**src/rtl/serv_rf_ram_if_if.sv**
```systemverilog
// Bundle of the core-side serial RF port and the RAM-side word port of serv_rf_ram_if.
// The bridge itself uses the slave view; whatever models the core and the RAM uses master.
interface serv_rf_ram_if_if #(
   parameter int WIDTH    = 8,
   parameter int CSR_REGS = 4
);
   localparam int DEPTH = (32 + CSR_REGS) * 32 / WIDTH;
   localparam int AW    = $clog2(DEPTH);

   logic             i_rreq;
   logic             i_wreq;
   logic             o_ready;
   logic [5:0]       i_rreg0;
   logic [5:0]       i_rreg1;
   logic             o_rdata0;
   logic             o_rdata1;
   logic [5:0]       i_wreg0;
   logic [5:0]       i_wreg1;
   logic             i_wen0;
   logic             i_wen1;
   logic             i_wdata0;
   logic             i_wdata1;
   logic [AW-1:0]    o_raddr;
   logic [WIDTH-1:0] i_rdata;
   logic [AW-1:0]    o_waddr;
   logic [WIDTH-1:0] o_wdata;
   logic             o_wen;

   modport slave (
      input  i_rreq, i_wreq, i_rreg0, i_rreg1, i_wreg0, i_wreg1,
             i_wen0, i_wen1, i_wdata0, i_wdata1, i_rdata,
      output o_ready, o_rdata0, o_rdata1, o_raddr, o_waddr, o_wdata, o_wen
   );

   modport master (
      output i_rreq, i_wreq, i_rreg0, i_rreg1, i_wreg0, i_wreg1,
             i_wen0, i_wen1, i_wdata0, i_wdata1, i_rdata,
      input  o_ready, o_rdata0, o_rdata1, o_raddr, o_waddr, o_wdata, o_wen
   );
endinterface

```
**src/rtl/serv_rf_ram_if.sv**
```systemverilog
// Bridges SERV's two bit-serial RF read/write streams onto a WIDTH-bit synchronous RAM.
// cnt counts cycles since the request was accepted (1 on the first cycle out of IDLE).
//
//   state  | meaning
//   IDLE   | waiting for i_rreq (priority) or i_wreq; prefetches rreg0 word 0
//   READ   | fetch rreg0/rreg1 words, shift out both streams for 32 cycles
//   WRITE  | assemble words from both streams, write each on completion
//   WFLUSH | last stream-1 word write
module serv_rf_ram_if #(
   parameter int WIDTH    = 8,
   parameter int CSR_REGS = 4
) (
   input logic              i_clk,
   input logic              i_rst,
   serv_rf_ram_if_if.slave  bus
);
   localparam int DEPTH = (32 + CSR_REGS) * 32 / WIDTH;
   localparam int AW    = $clog2(DEPTH);
   localparam int WPR   = 32 / WIDTH;
   localparam int PB    = $clog2(WPR);
   localparam int WB    = $clog2(WIDTH);
   localparam logic [5:0] WM = 6'(WIDTH - 1);

   typedef enum logic [1:0] {IDLE, READ, WRITE, WFLUSH} state_t;

   state_t           state, state_nxt;
   logic [5:0]       cnt;
   logic [5:0]       rreg0, rreg1, wreg0, wreg1;
   logic             wen0, wen1;
   logic [WIDTH-1:0] rsh0, rsh1, rhold0;
   logic [WIDTH-1:0] wbuf0, wbuf1, wsave1;

   logic [5:0]       cnt_m2, cnt_m3;
   logic             rd_cap, rd_load, rd_last, wshift, ev0, ev1;
   logic             ready;
   logic [AW-1:0]    raddr, waddr;
   logic [WIDTH-1:0] wdata;
   logic             wen;

   function automatic logic [AW-1:0] ram_addr(input logic [5:0] r, input logic [5:0] w);
      return AW'(({26'd0, r} << PB) | ({26'd0, w} & 32'(WPR - 1)));
   endfunction

   assign cnt_m2 = cnt - 6'd2;
   assign cnt_m3 = cnt - 6'd3;

   // Word k of both read streams is loaded at cnt = k*WIDTH+2; rreg0's word arrives one cycle earlier and waits in rhold0.
   assign rd_cap  = (state == READ) && ((cnt & WM) == 6'd1);
   assign rd_load = (state == READ) && ((cnt_m2 & WM) == 6'd0) && (cnt >= 6'd2) && (cnt <= 6'd33);
   assign rd_last = (state == READ) && (cnt == 6'd34);

   assign wshift = (state == WRITE) && (cnt >= 6'd2) && (cnt <= 6'd33);
   assign ev0    = (state == WRITE) && (cnt >= 6'(2 + WIDTH)) && ((cnt_m2 & WM) == 6'd0);
   assign ev1    = ((state == WRITE) || (state == WFLUSH)) &&
                   (cnt >= 6'(3 + WIDTH)) && ((cnt_m3 & WM) == 6'd0);

   always_ff @(posedge i_clk or posedge i_rst) begin
      if (i_rst) begin
         state  <= IDLE;
         cnt    <= 6'd0;
         rreg0  <= 6'd0;
         rreg1  <= 6'd0;
         wreg0  <= 6'd0;
         wreg1  <= 6'd0;
         wen0   <= 1'b0;
         wen1   <= 1'b0;
         rsh0   <= '0;
         rsh1   <= '0;
         rhold0 <= '0;
         wbuf0  <= '0;
         wbuf1  <= '0;
         wsave1 <= '0;
      end else begin
         state <= state_nxt;
         cnt   <= (state == IDLE) ? 6'd1 : cnt + 6'd1;
         if (state == IDLE) begin
            if (bus.i_rreq) begin
               rreg0 <= bus.i_rreg0;
               rreg1 <= bus.i_rreg1;
            end else if (bus.i_wreq) begin
               wreg0 <= bus.i_wreg0;
               wreg1 <= bus.i_wreg1;
               wen0  <= bus.i_wen0;
               wen1  <= bus.i_wen1;
            end
         end
         if (rd_cap)
            rhold0 <= bus.i_rdata;
         if (rd_last) begin
            rsh0 <= '0;
            rsh1 <= '0;
         end else if (rd_load) begin
            rsh0 <= (rreg0 == 6'd0) ? '0 : rhold0;
            rsh1 <= (rreg1 == 6'd0) ? '0 : bus.i_rdata;
         end else if (state == READ) begin
            rsh0 <= rsh0 >> 1;
            rsh1 <= rsh1 >> 1;
         end
         if (wshift) begin
            wbuf0 <= {bus.i_wdata0, wbuf0[WIDTH-1:1]};
            wbuf1 <= {bus.i_wdata1, wbuf1[WIDTH-1:1]};
         end
         // Stream 1 is written a cycle late, after wbuf1 has already taken the next bit.
         if (ev0)
            wsave1 <= wbuf1;
      end
   end

   always_comb begin
      state_nxt = state;
      ready     = 1'b0;
      raddr     = '0;
      case (state)
         IDLE: begin
            if (bus.i_rreq) begin
               state_nxt = READ;
               raddr     = ram_addr(bus.i_rreg0, 6'd0);
            end else if (bus.i_wreq) begin
               state_nxt = WRITE;
            end
         end
         READ: begin
            ready = (cnt == 6'd2);
            raddr = ram_addr(((cnt & WM) == 6'd0) ? rreg0 : rreg1, cnt >> WB);
            if (cnt == 6'd34)
               state_nxt = IDLE;
         end
         WRITE: begin
            ready = (cnt == 6'd1);
            if (cnt == 6'd34)
               state_nxt = WFLUSH;
         end
         WFLUSH: state_nxt = IDLE;
         default: state_nxt = IDLE;
      endcase
   end

   always_comb begin
      wen   = (ev0 && wen0) || (ev1 && wen1);
      waddr = '0;
      wdata = '0;
      if (ev0) begin
         waddr = ram_addr(wreg0, (cnt_m2 >> WB) - 6'd1);
         wdata = wbuf0;
      end else if (ev1) begin
         waddr = ram_addr(wreg1, (cnt_m3 >> WB) - 6'd1);
         wdata = wsave1;
      end
   end

   assign bus.o_ready  = ready;
   assign bus.o_rdata0 = rsh0[0];
   assign bus.o_rdata1 = rsh1[0];
   assign bus.o_raddr  = raddr;
   assign bus.o_waddr  = waddr;
   assign bus.o_wdata  = wdata;
   assign bus.o_wen    = wen;
endmodule

```
**src/flat_wrapper.sv**
```systemverilog
// flat-port wrapper written by rule: the top's interface ports become plain ports
module serv_rf_ram_if_flat 
#(
   parameter int WIDTH    = 8,
   parameter int CSR_REGS = 4
)
  (i_clk, i_rst, bus_i_rreq, bus_i_wreq, bus_i_rreg0, bus_i_rreg1, bus_i_wreg0, bus_i_wreg1, bus_i_wen0, bus_i_wen1, bus_i_wdata0, bus_i_wdata1, bus_i_rdata, bus_o_ready, bus_o_rdata0, bus_o_rdata1, bus_o_raddr, bus_o_waddr, bus_o_wdata, bus_o_wen);
  serv_rf_ram_if_if #(.WIDTH(WIDTH), .CSR_REGS(CSR_REGS)) bus_i ();
  input logic i_clk;
  input logic i_rst;
  input wire logic [$bits(bus_i.i_rreq)-1:0] bus_i_rreq;
  input wire logic [$bits(bus_i.i_wreq)-1:0] bus_i_wreq;
  input wire logic [$bits(bus_i.i_rreg0)-1:0] bus_i_rreg0;
  input wire logic [$bits(bus_i.i_rreg1)-1:0] bus_i_rreg1;
  input wire logic [$bits(bus_i.i_wreg0)-1:0] bus_i_wreg0;
  input wire logic [$bits(bus_i.i_wreg1)-1:0] bus_i_wreg1;
  input wire logic [$bits(bus_i.i_wen0)-1:0] bus_i_wen0;
  input wire logic [$bits(bus_i.i_wen1)-1:0] bus_i_wen1;
  input wire logic [$bits(bus_i.i_wdata0)-1:0] bus_i_wdata0;
  input wire logic [$bits(bus_i.i_wdata1)-1:0] bus_i_wdata1;
  input wire logic [$bits(bus_i.i_rdata)-1:0] bus_i_rdata;
  output wire logic [$bits(bus_i.o_ready)-1:0] bus_o_ready;
  output wire logic [$bits(bus_i.o_rdata0)-1:0] bus_o_rdata0;
  output wire logic [$bits(bus_i.o_rdata1)-1:0] bus_o_rdata1;
  output wire logic [$bits(bus_i.o_raddr)-1:0] bus_o_raddr;
  output wire logic [$bits(bus_i.o_waddr)-1:0] bus_o_waddr;
  output wire logic [$bits(bus_i.o_wdata)-1:0] bus_o_wdata;
  output wire logic [$bits(bus_i.o_wen)-1:0] bus_o_wen;
  assign bus_i.i_rreq = bus_i_rreq;
  assign bus_i.i_wreq = bus_i_wreq;
  assign bus_i.i_rreg0 = bus_i_rreg0;
  assign bus_i.i_rreg1 = bus_i_rreg1;
  assign bus_i.i_wreg0 = bus_i_wreg0;
  assign bus_i.i_wreg1 = bus_i_wreg1;
  assign bus_i.i_wen0 = bus_i_wen0;
  assign bus_i.i_wen1 = bus_i_wen1;
  assign bus_i.i_wdata0 = bus_i_wdata0;
  assign bus_i.i_wdata1 = bus_i_wdata1;
  assign bus_i.i_rdata = bus_i_rdata;
  assign bus_o_ready = bus_i.o_ready;
  assign bus_o_rdata0 = bus_i.o_rdata0;
  assign bus_o_rdata1 = bus_i.o_rdata1;
  assign bus_o_raddr = bus_i.o_raddr;
  assign bus_o_waddr = bus_i.o_waddr;
  assign bus_o_wdata = bus_i.o_wdata;
  assign bus_o_wen = bus_i.o_wen;
  serv_rf_ram_if #(.WIDTH(WIDTH), .CSR_REGS(CSR_REGS)) u_core (.i_clk(i_clk), .i_rst(i_rst), .bus(bus_i));
endmodule
```
**config.mk**
```make
export PLATFORM = sky130hd
export DESIGN_NAME = serv_rf_ram_if_flat
export DESIGN_NICKNAME = d
export VERILOG_FILES = /design/src/rtl/serv_rf_ram_if_if.sv /design/src/rtl/serv_rf_ram_if.sv /design/src/flat_wrapper.sv
export SDC_FILE = /design/constraint.sdc
export NUM_CORES = 1
export LEC_CHECK = 0
export CORE_MARGIN = 3
export CORE_UTILIZATION = 45
export CTS_CLUSTER_SIZE = 25
export DETAILED_ROUTE_END_ITERATION = 8
export GPL_ROUTABILITY_DRIVEN = 0
export PLACE_DENSITY = 0.72
export SKIP_CTS_REPAIR_TIMING = 1
export SYNTH_ARGS = -nofsm -noshare
export SYNTH_HDL_FRONTEND = slang
export SYNTH_SLANG_ARGS = --single-unit
```
**constraint.sdc**
```tcl
create_clock -name i_clk -period 2.6 [get_ports i_clk]
set_input_delay 0.52 -clock i_clk [delete_from_list [all_inputs] [get_ports i_clk]]
set_output_delay 0.52 -clock i_clk [all_outputs]
set_load 0.05 [all_outputs]
```
==> flow_metrics.tcl <==
set metrics [dict create \
    outcome "finished with violations" \
    violations "setup timing" \
    yosysSeqAreaShare_pct 49.4 \
    synth.ff_latch_count 82 \
    final_common_cell "dfrtp_1" \
    setup_violations 1 \
    grt_max_degree 32 \
    coreArea_sq_um 8850 \
    synthFlopType "dfrtp_1" \
    numCtsBuffers 9 \
    route.detailed.drc 0 \
    cts_tree "built" \
    clkPwrFrac_pct 17.2 \
    period_share_pct 101 \
    fin_crit_ns 2.63 \
    finalHoldViolations 0 \
    slew_headroom_pct 56.5 \
    cap_violations 0 \
    final_cell_mix "dfrtp_1 (80), nand2_1 (75), clkdlybuf4s50_1 (41)" \
    cts_buffer_depth 2 \
    fp.dieW_um 102 \
    clk_latency_ns 0.35 \
    hold_path.class "flip-flop to flip-flop" \
    die-height_um 102 \
    pwr-share-comb_pct 44.9 \
    async_flop_share_pct 100 \
    final_layout_size_suffix_gt1_share_pct 31.2 \
    use_met3_pct 2.46 \
    synth-edff-count 0 \
    portBuffers 67 \
    seq_power_share_pct 37.8 \
    gr-total-overflow 0 \
    p_switching_mw 2.12 \
    wl_um 9600 \
    clk_pin_slew_ns 0.08 \
    rsz0062_at_grt "yes" \
    skew_ns 0.0108 \
    yosysTopAreaCellShare_pct 49.4 \
    ant_nets 0 \
    worstMarginPinSlew_ns 0.651 \
    synth_area_leaders "dfrtp_1 (49%), nand2_1 (8.0%), mux2_2 (7.6%)" \
    cpMaxStageDelayCell "dfrtp_2" \
    antenna_found_initial 0 \
    grt_pass1_vias 3259 \
    slew_viol_final 0 \
    synth_cell_types 44 \
    arrival_ns 2.11 \
    synth.cell_area_sq_um 4150 \
    avgRoutedWirePerCell_um 16.1 \
    drt_iter0_drc 74 \
    crit_path_cell_trace "inv_4, ha_4, nand3_4, or2_4, buf_8, nand3_1, a31oi_4, buf_12" \
    crit_type "flip-flop to primary output" \
    grt_pass1_wl_um 15300 \
    dp_hpwl_um 6630 \
    syn_avg_cell_area_sq_um 10.3 \
    drt-pass1-iter-count 4 \
    clock_sinks 82 \
    worstSetupStartpointType "flip-flop" \
    power.density_nw_per_um2 990 \
    place_area_sq_um 5350 \
    crit_required_ns 2.08 \
    synthToLayoutAreaGrowth_pct 38.9 \
    root_buffer "clkbuf_8" \
    initial_core_util_pct 46.9 \
    p_sw_share_pct 37.1 \
    fp-row-count 34 \
    grt_use_met2_pct 30.7 \
    synth_warnings 0 \
    die_area_sq_um 10400 \
    dr_total_vias 3246 \
    critPathCaptureType "primary output" \
    nets 539 \
    p_leak_nw 2.50 \
    fin_area_sq_um 5770 \
    grtUsageMet1_pct 24.8 \
    final_core_util_pct 65.2 \
    vias_per_cell 5.43 \
    grtUsageTotal_pct 18.4 \
    yosysTopAreaCell "dfrtp_1" \
    syn_inst 405 \
    worst_slack_ns -0.0329 \
    cell_internal_pwr_mw 3.59 \
    htree_num_levels 3 \
    io_pins 68 \
    cpPeakStageDelay_ns 0.49 \
    path_max_fanout 17 \
    max_clock_freq_ghz 0.380 \
    insertedDiodeCount 0 \
    peakVddDrop_mv 0.557 \
    grt_busiest_layer "met2" \
    synth_nets 458 \
]
[logic make-up after synthesis]
| group | after synthesis | share of synthesized area, % |
|---|---|---|
| buffers and inverters | 44 | 4.76 |
| flip-flops | 82 | 49.4 |
| adder cells (fa/ha/maj) | 13 | 3.92 |
| AO/OA/AOI/OAI | 65 | 11.5 |
| AND/OR/NAND/NOR | 149 | 16.1 |
| multiplexers | 45 | 12.9 |
| XOR/XNOR | 7 | 1.48 |
[Yosys cell counts (all sizes together), types with 2 or more instances]
library cell	number
nand2	89
dfrtp	82
mux2	38
nand3	25
inv	22
o21ai	17
clkbuf	15
o211ai	14
o221ai	14
ha	13
nor2	12
buf	7
mux2i	7
nor2b	6
a21oi	4
xnor2	4
and2	3
nor3	3
xor2	3
a211oi	2
a31oi	2
a41o	2
nand2b	2
nor4	2
o21bai	2
o22ai	2
or2	2
[worst max-delay path, delay by kind of cell, from the launching register on]
kind,cells,cell delay (ns)
DFF,1,0.49
AOI/OAI and AO/OA,1,0.11
buffers and inverters,3,0.41
adders and majority gates,1,0.28
and+or+nand+nor,3,0.49
[final timing paths]
| check | from | end | slack, ns | cells after the start |
|---|---|---|---|---|
| worst min register to register | u_core.wbuf1[4] | u_core.wsave1[4] | 0.49 | 2 |
| max in group asynchronous | i_rst | u_core.wreg1[3] | 1.43 | 3 |
| worst min-delay path | u_core.wbuf1[4] | u_core.wsave1[4] | 0.49 | 2 |
| min in group asynchronous | i_rst | u_core.state[1] | 0.61 | 2 |
| worst max register to register | u_core.cnt[2] | u_core.wbuf1[3] | 0.32 | 5 |
| worst max-delay path | u_core.cnt[1] | bus_o_waddr[0] | -0.03 | 8 |
[layer usage]
metal  share of wire [%]  wire [um]  vias to the layer above
li1                    -          -                     1563
met1                  44       4190                     1614
met2                  52       5000                       58
met3                 3.2        307                       11
met4                 1.1        107                        0
met5                   0          0                        -
[power by group through the flow]
stage,logic [mW],clock network [mW],registers (mW)
after CTS,2.39,1.02,2.15
after floorplan,1.72,0,2.08
after global routing,2.80,1.06,2.23
after global placement,2.32,0,2.14
after detailed placement,2.38,0,2.18
final,2.57,0.985,2.16
[cell type report]
class | count | area, sq um
Timing Repair Buffer | 92 | 1180
Multi-Input combinational cell | 279 | 2100
Tap cell | 108 | 135
Inverter | 22 | 88.8
Fill cell | 725 | 3080
Clock buffer | 10 | 128
Clock inverter | 5 | 80.1
Sequential cell | 82 | 2050
[through the flow]
stage / instances / power, mW / setup slack [ns] / hold WS [ns] / setup TNS (ns)
detailed placement: 577 / 4.56 / 0.104 / 0.476 / 0
finish: 598 / 5.71 / -0.0329 / 0.489 / -0.0329
floorplan: 405 / 3.80 / -0.000179 / 0.439 / -0.000179
global route: 598 / 6.09 / -0.0946 / 0.515 / -0.836
CTS: 592 / 5.55 / -0.281 / 0.491 / -4.65
global placement: 577 / 4.46 / 0.164 / 0.457 / 0
[sequential cells by signal, summed over array words and instances (netlist names)]
register,cells
u_core.rhold0,8
u_core.rsh0,8
u_core.rsh1,8
u_core.wbuf0,8
u_core.wbuf1,8
u_core.wsave1,8
u_core.cnt,6
u_core.rreg0,6
u_core.rreg1,6
u_core.wreg0,6
u_core.wreg1,6
u_core.state,2
u_core.wen0,1
u_core.wen1,1
Note: power is estimated with default switching activity, not from simulation.
